$ cat src/rtl/neuron_spike_encoder_if.sv
// Event readout bus between the spike encoder and the logging stage.
// Valid/ready: the encoder raises ev_valid while the FIFO head holds an
// event and keeps every ev_* field stable until a cycle where
// ev_valid & ev_ready are both high; that cycle transfers the head.
// ev_ready may be driven without regard to ev_valid.
interface neuron_spike_encoder_if #(
   parameter int V_WIDTH   = 25,
   parameter int TS_WIDTH  = 32,
   parameter int ISI_WIDTH = 16
);
   logic                 ev_valid;
   logic                 ev_ready;
   logic [TS_WIDTH-1:0]  ev_ts;
   logic [ISI_WIDTH-1:0] ev_isi;
   logic [V_WIDTH-1:0]   ev_v;
   logic                 ev_first;

   modport master (
      output ev_valid, ev_ts, ev_isi, ev_v, ev_first,
      input  ev_ready
   );

   modport slave (
      input  ev_valid, ev_ts, ev_isi, ev_v, ev_first,
      output ev_ready
   );
endinterface

$ cat src/rtl/neuron_spike_encoder.sv
// Spike encoder for the neuron model: detects the 1->0 edge of the
// neuron's select output, applies a refractory lockout, timestamps each
// spike, measures the inter-spike interval and queues events in a FIFO.
module neuron_spike_encoder #(
   parameter int V_WIDTH       = 25,
   parameter int TS_WIDTH      = 32,
   parameter int ISI_WIDTH     = 16,
   parameter int REFRAC_CYCLES = 4,
   parameter int FIFO_DEPTH    = 8
) (
   input  logic                        clk,
   input  logic                        rst,
   input  logic                        en,
   input  logic                        sel_in,
   input  logic signed [V_WIDTH-1:0]   v_in,
   neuron_spike_encoder_if.master      ev,
   output logic                        spike_pulse,
   output logic                        refractory,
   output logic [$clog2(FIFO_DEPTH):0] fifo_count,
   output logic [15:0]                 overflow_cnt
);
   localparam int AW = $clog2(FIFO_DEPTH);
   localparam int RW = $clog2(REFRAC_CYCLES + 1);

   localparam logic [0:0] ARMED      = 1'b0;
   localparam logic [0:0] REFRACTORY = 1'b1;

   typedef struct packed {
      logic [TS_WIDTH-1:0]  ts;
      logic [ISI_WIDTH-1:0] isi;
      logic [V_WIDTH-1:0]   v;
      logic                 first;
   } event_t;

   logic [TS_WIDTH-1:0]  ts;
   logic [TS_WIDTH-1:0]  last_ts;
   logic [TS_WIDTH-1:0]  diff;
   logic                 sel_q;
   logic                 have_last;
   logic [0:0]           state;
   logic [RW-1:0]        refrac_cnt;
   logic [RW-1:0]        refrac_nxt;
   logic                 detect;
   logic [ISI_WIDTH-1:0] isi;
   event_t               mem [FIFO_DEPTH];
   event_t               head;
   event_t               wr_ev;
   logic [AW:0]          wr_ptr;
   logic [AW:0]          rd_ptr;
   logic                 valid;
   logic                 full;
   logic                 pop;
   logic                 push;

   // A spike is the falling edge of sel while armed and the timebase runs.
   assign detect = en & sel_q & ~sel_in & (state == ARMED);

   assign fifo_count = wr_ptr - rd_ptr;
   assign valid      = (fifo_count != '0);
   assign full       = (fifo_count == (AW + 1)'(FIFO_DEPTH));
   assign pop        = valid & ev.ev_ready;
   // A full FIFO still takes the new event when the head leaves this cycle.
   assign push       = detect & (~full | pop);
   assign refractory = (state == REFRACTORY);

   assign diff = ts - last_ts;

   // ISI is the wrapped timestamp difference, clipped to the field width.
   always_comb begin
      isi = '1;
      if (have_last && ((diff >> ISI_WIDTH) == '0)) isi = ISI_WIDTH'(diff);
   end

   // Refractory counter only advances on enabled cycles.
   always_comb begin
      refrac_nxt = refrac_cnt;
      if (en && (refrac_cnt != '0)) refrac_nxt = refrac_cnt - RW'(1);
   end

   assign wr_ev.ts    = ts;
   assign wr_ev.isi   = isi;
   assign wr_ev.v     = v_in;
   assign wr_ev.first = ~have_last;

   assign head        = mem[rd_ptr[AW-1:0]];
   assign ev.ev_valid = valid;
   assign ev.ev_ts    = valid ? head.ts    : '0;
   assign ev.ev_isi   = valid ? head.isi   : '0;
   assign ev.ev_v     = valid ? head.v     : '0;
   assign ev.ev_first = valid ? head.first : 1'b0;

   // Free-running timebase and the sel history used for edge detection.
   always_ff @(posedge clk) begin
      if (rst) begin
         ts    <= '0;
         sel_q <= 1'b1;
      end else begin
         sel_q <= sel_in;
         if (en) ts <= ts + TS_WIDTH'(1);
      end
   end

   // Armed/refractory FSM; rearm waits for the count to expire and sel high.
   always_ff @(posedge clk) begin
      if (rst) begin
         state      <= ARMED;
         refrac_cnt <= '0;
      end else begin
         case (state)
            ARMED: begin
               if (detect) begin
                  state      <= REFRACTORY;
                  refrac_cnt <= RW'(REFRAC_CYCLES);
               end
            end
            default: begin
               refrac_cnt <= refrac_nxt;
               if ((refrac_nxt == '0) && sel_in) state <= ARMED;
            end
         endcase
      end
   end

   // Last-spike timestamp follows every detection, even a dropped one.
   always_ff @(posedge clk) begin
      if (rst) begin
         last_ts   <= '0;
         have_last <= 1'b0;
      end else if (detect) begin
         last_ts   <= ts;
         have_last <= 1'b1;
      end
   end

   // FIFO pointers, spike strobe and the saturating drop counter.
   always_ff @(posedge clk) begin
      if (rst) begin
         wr_ptr       <= '0;
         rd_ptr       <= '0;
         spike_pulse  <= 1'b0;
         overflow_cnt <= '0;
      end else begin
         spike_pulse <= detect;
         if (push) wr_ptr <= wr_ptr + (AW + 1)'(1);
         if (pop)  rd_ptr <= rd_ptr + (AW + 1)'(1);
         if (detect && !push && (overflow_cnt != 16'hFFFF))
            overflow_cnt <= overflow_cnt + 16'd1;
      end
   end

   // Event storage; contents are masked by ev_valid so no reset is needed.
   always_ff @(posedge clk) begin
      if (push) mem[wr_ptr[AW-1:0]] <= wr_ev;
   end
endmodule
$ cat src/flat_wrapper.sv
// flat-port wrapper written by rule: the top's interface ports become plain ports
module neuron_spike_encoder_flat 
#(
   parameter int V_WIDTH       = 25,
   parameter int TS_WIDTH      = 32,
   parameter int ISI_WIDTH     = 16,
   parameter int REFRAC_CYCLES = 4,
   parameter int FIFO_DEPTH    = 8
)
  (clk, rst, en, sel_in, v_in, spike_pulse, refractory, fifo_count, overflow_cnt, ev_ev_valid, ev_ev_ts, ev_ev_isi, ev_ev_v, ev_ev_first, ev_ev_ready);
  neuron_spike_encoder_if #(.V_WIDTH(V_WIDTH), .TS_WIDTH(TS_WIDTH), .ISI_WIDTH(ISI_WIDTH)) ev_i ();
  input  logic clk;
  input  logic rst;
  input  logic en;
  input  logic sel_in;
  input  logic signed [V_WIDTH-1:0] v_in;
  output logic spike_pulse;
  output logic refractory;
  output logic [$clog2(FIFO_DEPTH):0] fifo_count;
  output logic [15:0] overflow_cnt;
  output wire logic [$bits(ev_i.ev_valid)-1:0] ev_ev_valid;
  output wire logic [$bits(ev_i.ev_ts)-1:0] ev_ev_ts;
  output wire logic [$bits(ev_i.ev_isi)-1:0] ev_ev_isi;
  output wire logic [$bits(ev_i.ev_v)-1:0] ev_ev_v;
  output wire logic [$bits(ev_i.ev_first)-1:0] ev_ev_first;
  input wire logic [$bits(ev_i.ev_ready)-1:0] ev_ev_ready;
  assign ev_ev_valid = ev_i.ev_valid;
  assign ev_ev_ts = ev_i.ev_ts;
  assign ev_ev_isi = ev_i.ev_isi;
  assign ev_ev_v = ev_i.ev_v;
  assign ev_ev_first = ev_i.ev_first;
  assign ev_i.ev_ready = ev_ev_ready;
  neuron_spike_encoder #(.V_WIDTH(V_WIDTH), .TS_WIDTH(TS_WIDTH), .ISI_WIDTH(ISI_WIDTH), .REFRAC_CYCLES(REFRAC_CYCLES), .FIFO_DEPTH(FIFO_DEPTH)) u_core (.clk(clk), .rst(rst), .en(en), .sel_in(sel_in), .v_in(v_in), .ev(ev_i), .spike_pulse(spike_pulse), .refractory(refractory), .fifo_count(fifo_count), .overflow_cnt(overflow_cnt));
endmodule
$ cat config.mk
export PLATFORM = sky130hd
export DESIGN_NAME = neuron_spike_encoder_flat
export DESIGN_NICKNAME = d
export VERILOG_FILES = /design/src/rtl/neuron_spike_encoder_if.sv /design/src/rtl/neuron_spike_encoder.sv /design/src/flat_wrapper.sv
export SDC_FILE = /design/constraint.sdc
export NUM_CORES = 1
export LEC_CHECK = 0
export ABC_AREA = 1
export ABC_CLOCK_PERIOD_IN_PS = 25000
export BUFFER_PORTS_ARGS = -buffer_cell sky130_fd_sc_hd__buf_2
export CAP_MARGIN = 10
export CORE_UTILIZATION = 55
export DETAILED_ROUTE_END_ITERATION = 16
export GPL_TIMING_DRIVEN = 0
export PLACE_DENSITY = 0.68
export SLEW_MARGIN = 20
export SYNTH_ARGS = -nofsm -noshare
export SYNTH_HDL_FRONTEND = slang
export SYNTH_SLANG_ARGS = --single-unit
$ cat constraint.sdc
create_clock -name clk -period 25 [get_ports clk]
set_input_delay 5 -clock clk [delete_from_list [all_inputs] [get_ports clk]]
set_output_delay 5 -clock clk [all_outputs]
set_load 0.005 [all_outputs]
==> impl_results.md <==
- Final instance count without filler cells: around 3900
- Max transition margin: 0.225
- Top cell type by total area after synthesis: sky130_fd_sc_hd__edfxtp_1
- Critical Path RT: approximately 20 ns
- Most used standard cell by instance count after synthesis: sky130_fd_sc_hd__nand2_1
- Number of sinks driven by the clock tree: 690
- Starting density of the core: 0.558
- Register-to-register setup slack: 20.92 ns
- Delay of the slowest critical-path stage: between 0.6 and 0.7 ns
- Kind of start point of the critical path: register
- Standby leakage power: roughly 13 nW
- Net Count, Synth: 2915
- Vias in the first global route: roughly 22000
- Die span in y: between 200 and 250 um
- Depth of the worst register-to-register path: 17
- Overall die width: ~240 um
- Master cell of the clock root buffer: sky130_fd_sc_hd__clkbuf_16
- Endpoints failing hold: 0
- Clock transition at the registers of the reported paths: around 0.06 ns
- Biggest area contributors in the synthesized netlist: sky130_fd_sc_hd__edfxtp_1 59%, sky130_fd_sc_hd__nand2_1 10%, sky130_fd_sc_hd__dfxtp_1 6.5%, sky130_fd_sc_hd__a21oi_1 4.1%, sky130_fd_sc_hd__inv_1 3.0%
- Total I/O pin count: ~130
- Share of flip-flops with an asynchronous set or reset: 0
- Crit path buf inv count: 5
- Area added between synthesis and finish: 15.1%
- Antenna viol nets, final: 0
- Final setup violation count: 0
- Final clock skew: between 0.015 and 0.02 ns
- Share of the synthesized area in the top cell type: 0.591
- Number of inserted filler cells in the final layout: between 4000 and 5000
- Average size of a mapped cell: around 11 um2
- Post-route minimum period: around 9.0 ns
- Sum of overflow across all layers after global routing: 0
- Cell family with the largest share of critical-path delay: buffers and inverters
- Worst reg2reg path endpoint: u_core.mem[3][72]$_DFFE_PP_
- Setup Buffers After CTS: 0
- Number of flops mapped to enable cells by yosys: approximately 600
- WL final: 83.2 mm
- Worst min-delay path category: reg2reg
- Result of the run: completed
- Maximum frequency from static timing analysis: approximately 110 MHz
- Residual DRC count: 0
- Setup repair after global routing missed its margin: no
- Slew Limit Fails: 0
- Routed vias: 22333
- Power Density: around 85 nW/um2
- Die outline area: around 56000 um2
- Crit Path Max Fanout: 10
- Post-detailed-route via-to-cell ratio: 5.79
- Cell breakdown of the critical path: inv_1 -> fa_1 -> nand2_1 -> nor2_1 -> nand2_1 -> inv_1 -> buf_2 -> buf_1 -> nor2_1 -> buf_2
- Worst-skew pair later-pin latency: between 0.6 and 0.7 ns
- Synth unique cells: 43
- Commonest register cell after synthesis: sky130_fd_sc_hd__edfxtp_1
- Cell depth of the worst hold path: 2
- Number of gates given a new drive strength after cts: 0
- CTS hold repair buffers: 0
- Final Cycle Share: 0.359
- Storage cell area: 19700 um2
- Ratio of cells with drive above 1 in the final layout: 0.111
- Half-perimeter wire length after placement: 58.6 mm
- Gpl congestion: approximately 0.94
- Crit path DAT: a little under 4 ns
- Wire length of the first global-routing pass: between 100 and 150 mm
- Register area share after synthesis: 0.656
- Number of flip-flops and latches in the synthesized netlist: just under 700
- Post-synth design cell area: approximately 30000 um2
- Wire length per cell: 21.6 um
- Critical Path End Type: output pin
- Number of cells produced by synthesis: 2843
- Number of clock buffers inserted by TritonCTS: 73
- Area of the core region: about 54000 um2
- DRT Pass-1 Iters: 6
- GRT Overall Usage: 0.300
- Number of violations reported at the end of detailed-routing iteration 0: about 2400
- Critical path class: reg2out
- Instance count after placement with tap cells included: 3722
- Largest vdd supply drop: around 0.056 mV
- End point of the most critical hold path: u_core.last_ts[5]$_SDFFE_PP0P_
- Yosys warning count: 0
- TritonCTS clock tree: yes
- Maximum clock insertion buffer count: 3
- Std cell rows: 85
- Antenna violations before repair: 1
- Net count, final: between 3000 and 4000
- Largest net degree at the start of global routing: 25
- Critical-path top delay cell: sky130_fd_sc_hd__buf_1
- Beginning of the worst hold path: u_core.last_ts[5]$_SDFFE_PP0P_
- Max-cap violations: 0
- H-tree depth reported by CTS: 3
- # port buffers: between 100 and 150
- Multi-input combinational cell area: 8900 um2
- Slew at the pin with the worst max-slew slack: approximately 1.2 ns
- Utilization after layout: 0.642
- Crit Reg-Reg Startpoint: u_core.wr_ptr[1]$_SDFFE_PP0P_
- Sum Neg Setup Slack: 0 ns
- Commonest cells post-synth: 827 x sky130_fd_sc_hd__nand2_1, 592 x sky130_fd_sc_hd__edfxtp_1, 245 x sky130_fd_sc_hd__a21oi_1, 242 x sky130_fd_sc_hd__inv_1, 168 x sky130_fd_sc_hd__nor2_1
[final cells by class]
class / count / share of cell area
plain buffers: 144 / 0.0168
repair buffers: 183 / 0.0370
clock inverters: 40 / 0.0114
clock buffers: 91 / 0.0559
flip-flops and latches: 690 / 0.570
well taps: 696 / 0.0251
multi-input cells: 1762 / 0.257
inverters: 247 / 0.0268
diodes: 1 / 0.0000722
[how the worst max path moves through the flow]
stage | from | to | slack [ns] | cells after the start
detailed placement | en | u_core.mem[3][68]$_DFFE_PP_ | 16.45 | 14
global placement | en | u_core.mem[3][68]$_DFFE_PP_ | 7.58 | 8
global route | u_core.wr_ptr[1]$_SDFFE_PP0P_ | ev_ev_ts[23] | 15.94 | 10
CTS | u_core.wr_ptr[1]$_SDFFE_PP0P_ | ev_ev_ts[23] | 16.07 | 10
finish | u_core.wr_ptr[1]$_SDFFE_PP0P_ | ev_ev_ts[23] | 16.02 | 10
floorplan | sel_in | u_core.mem[0][0]$_DFFE_PP_ | 13.55 | 8
[routing by layer]
layer	wire length, um	global-route usage	up-vias
met5	13	0	-
met4	1780	0.0929	2
met3	5970	0.0479	125
met2	41300	0.520	912
met1	34100	0.387	10866
li1	-	-	10428
[sequential cells by signal, summed over array words and instances (netlist names), named ones only]
name / cells
u_core.sel_q: 1
u_core.wr_ptr: 4
u_core.refrac_cnt: 3
u_core.refractory: 1
u_core.rd_ptr: 4
u_core.mem: 592
u_core.have_last: 1
u_core.overflow_cnt: 16
u_core.last_ts: 32
u_core.spike_pulse: 1
u_core.ts: 32
[cells in the final DEF, fill, tap and decap left out, drive strengths merged, types with 2 or more instances in the layout]
cell type | Yosys | layout
xnor2 | 15 | 15
inv | 247 | 250
xor2 | 12 | 12
o21a | 3 | 3
buf | 38 | 221
nand3b | 2 | 2
edfxtp | 592 | 592
o21ai | 148 | 148
nand3 | 62 | 62
nor3b | 3 | 3
or2 | 2 | 2
a32o | 74 | 74
fa | 2 | 2
nand4 | 15 | 15
clkbuf | 106 | 197
nor2 | 180 | 180
a21oi | 245 | 245
clkinvlp | 0 | 2
nor3 | 35 | 35
a211oi | 2 | 2
clkinv | 0 | 29
a32oi | 74 | 74
nand2 | 838 | 838
ha | 40 | 40
nor4 | 7 | 7
bufinv | 0 | 6
dfxtp | 98 | 98
[through the flow]
step / setup slack, ns / area (um2) / hold WS [ns] / power (mW)
floorplan: 13.55 / 30100 / 0.435 / 1.65
global placement: 7.58 / 31600 / 0.446 / 1.90
detailed placement: 16.45 / 32300 / 0.457 / 1.91
CTS: 16.07 / 34600 / 0.464 / 2.96
global route: 15.94 / 34600 / 0.481 / 3.07
finish: 16.02 / 34600 / 0.463 / 2.96
[worst min-delay path, cell delays in order, from the launching register on]
cell	delay (ns)
sky130_fd_sc_hd__dfxtp_1	0.30
sky130_fd_sc_hd__inv_1	0.06
sky130_fd_sc_hd__a21oi_1	0.06
[logic make-up (layout without fill, tap and decap cells)]
group	count (synthesis)	after routing	share of synthesized area
flops	690	690	0.656
simple gates	1146	1146	0.155
compound gates	547	547	0.113
other cells	0	1	0
fa+ha+maj	42	42	0.0180
buf+inv	391	705	0.0501
xor+xnor	27	27	0.00810
[power by group]
part / internal (mW) / switching [mW] / leakage, nW
sequential: 1.26 / 0.00721 / 5.90
combinational: 0.207 / 0.425 / 5.74
clock: 0.615 / 0.447 / 1.14
(Power assumes the default switching activity.)
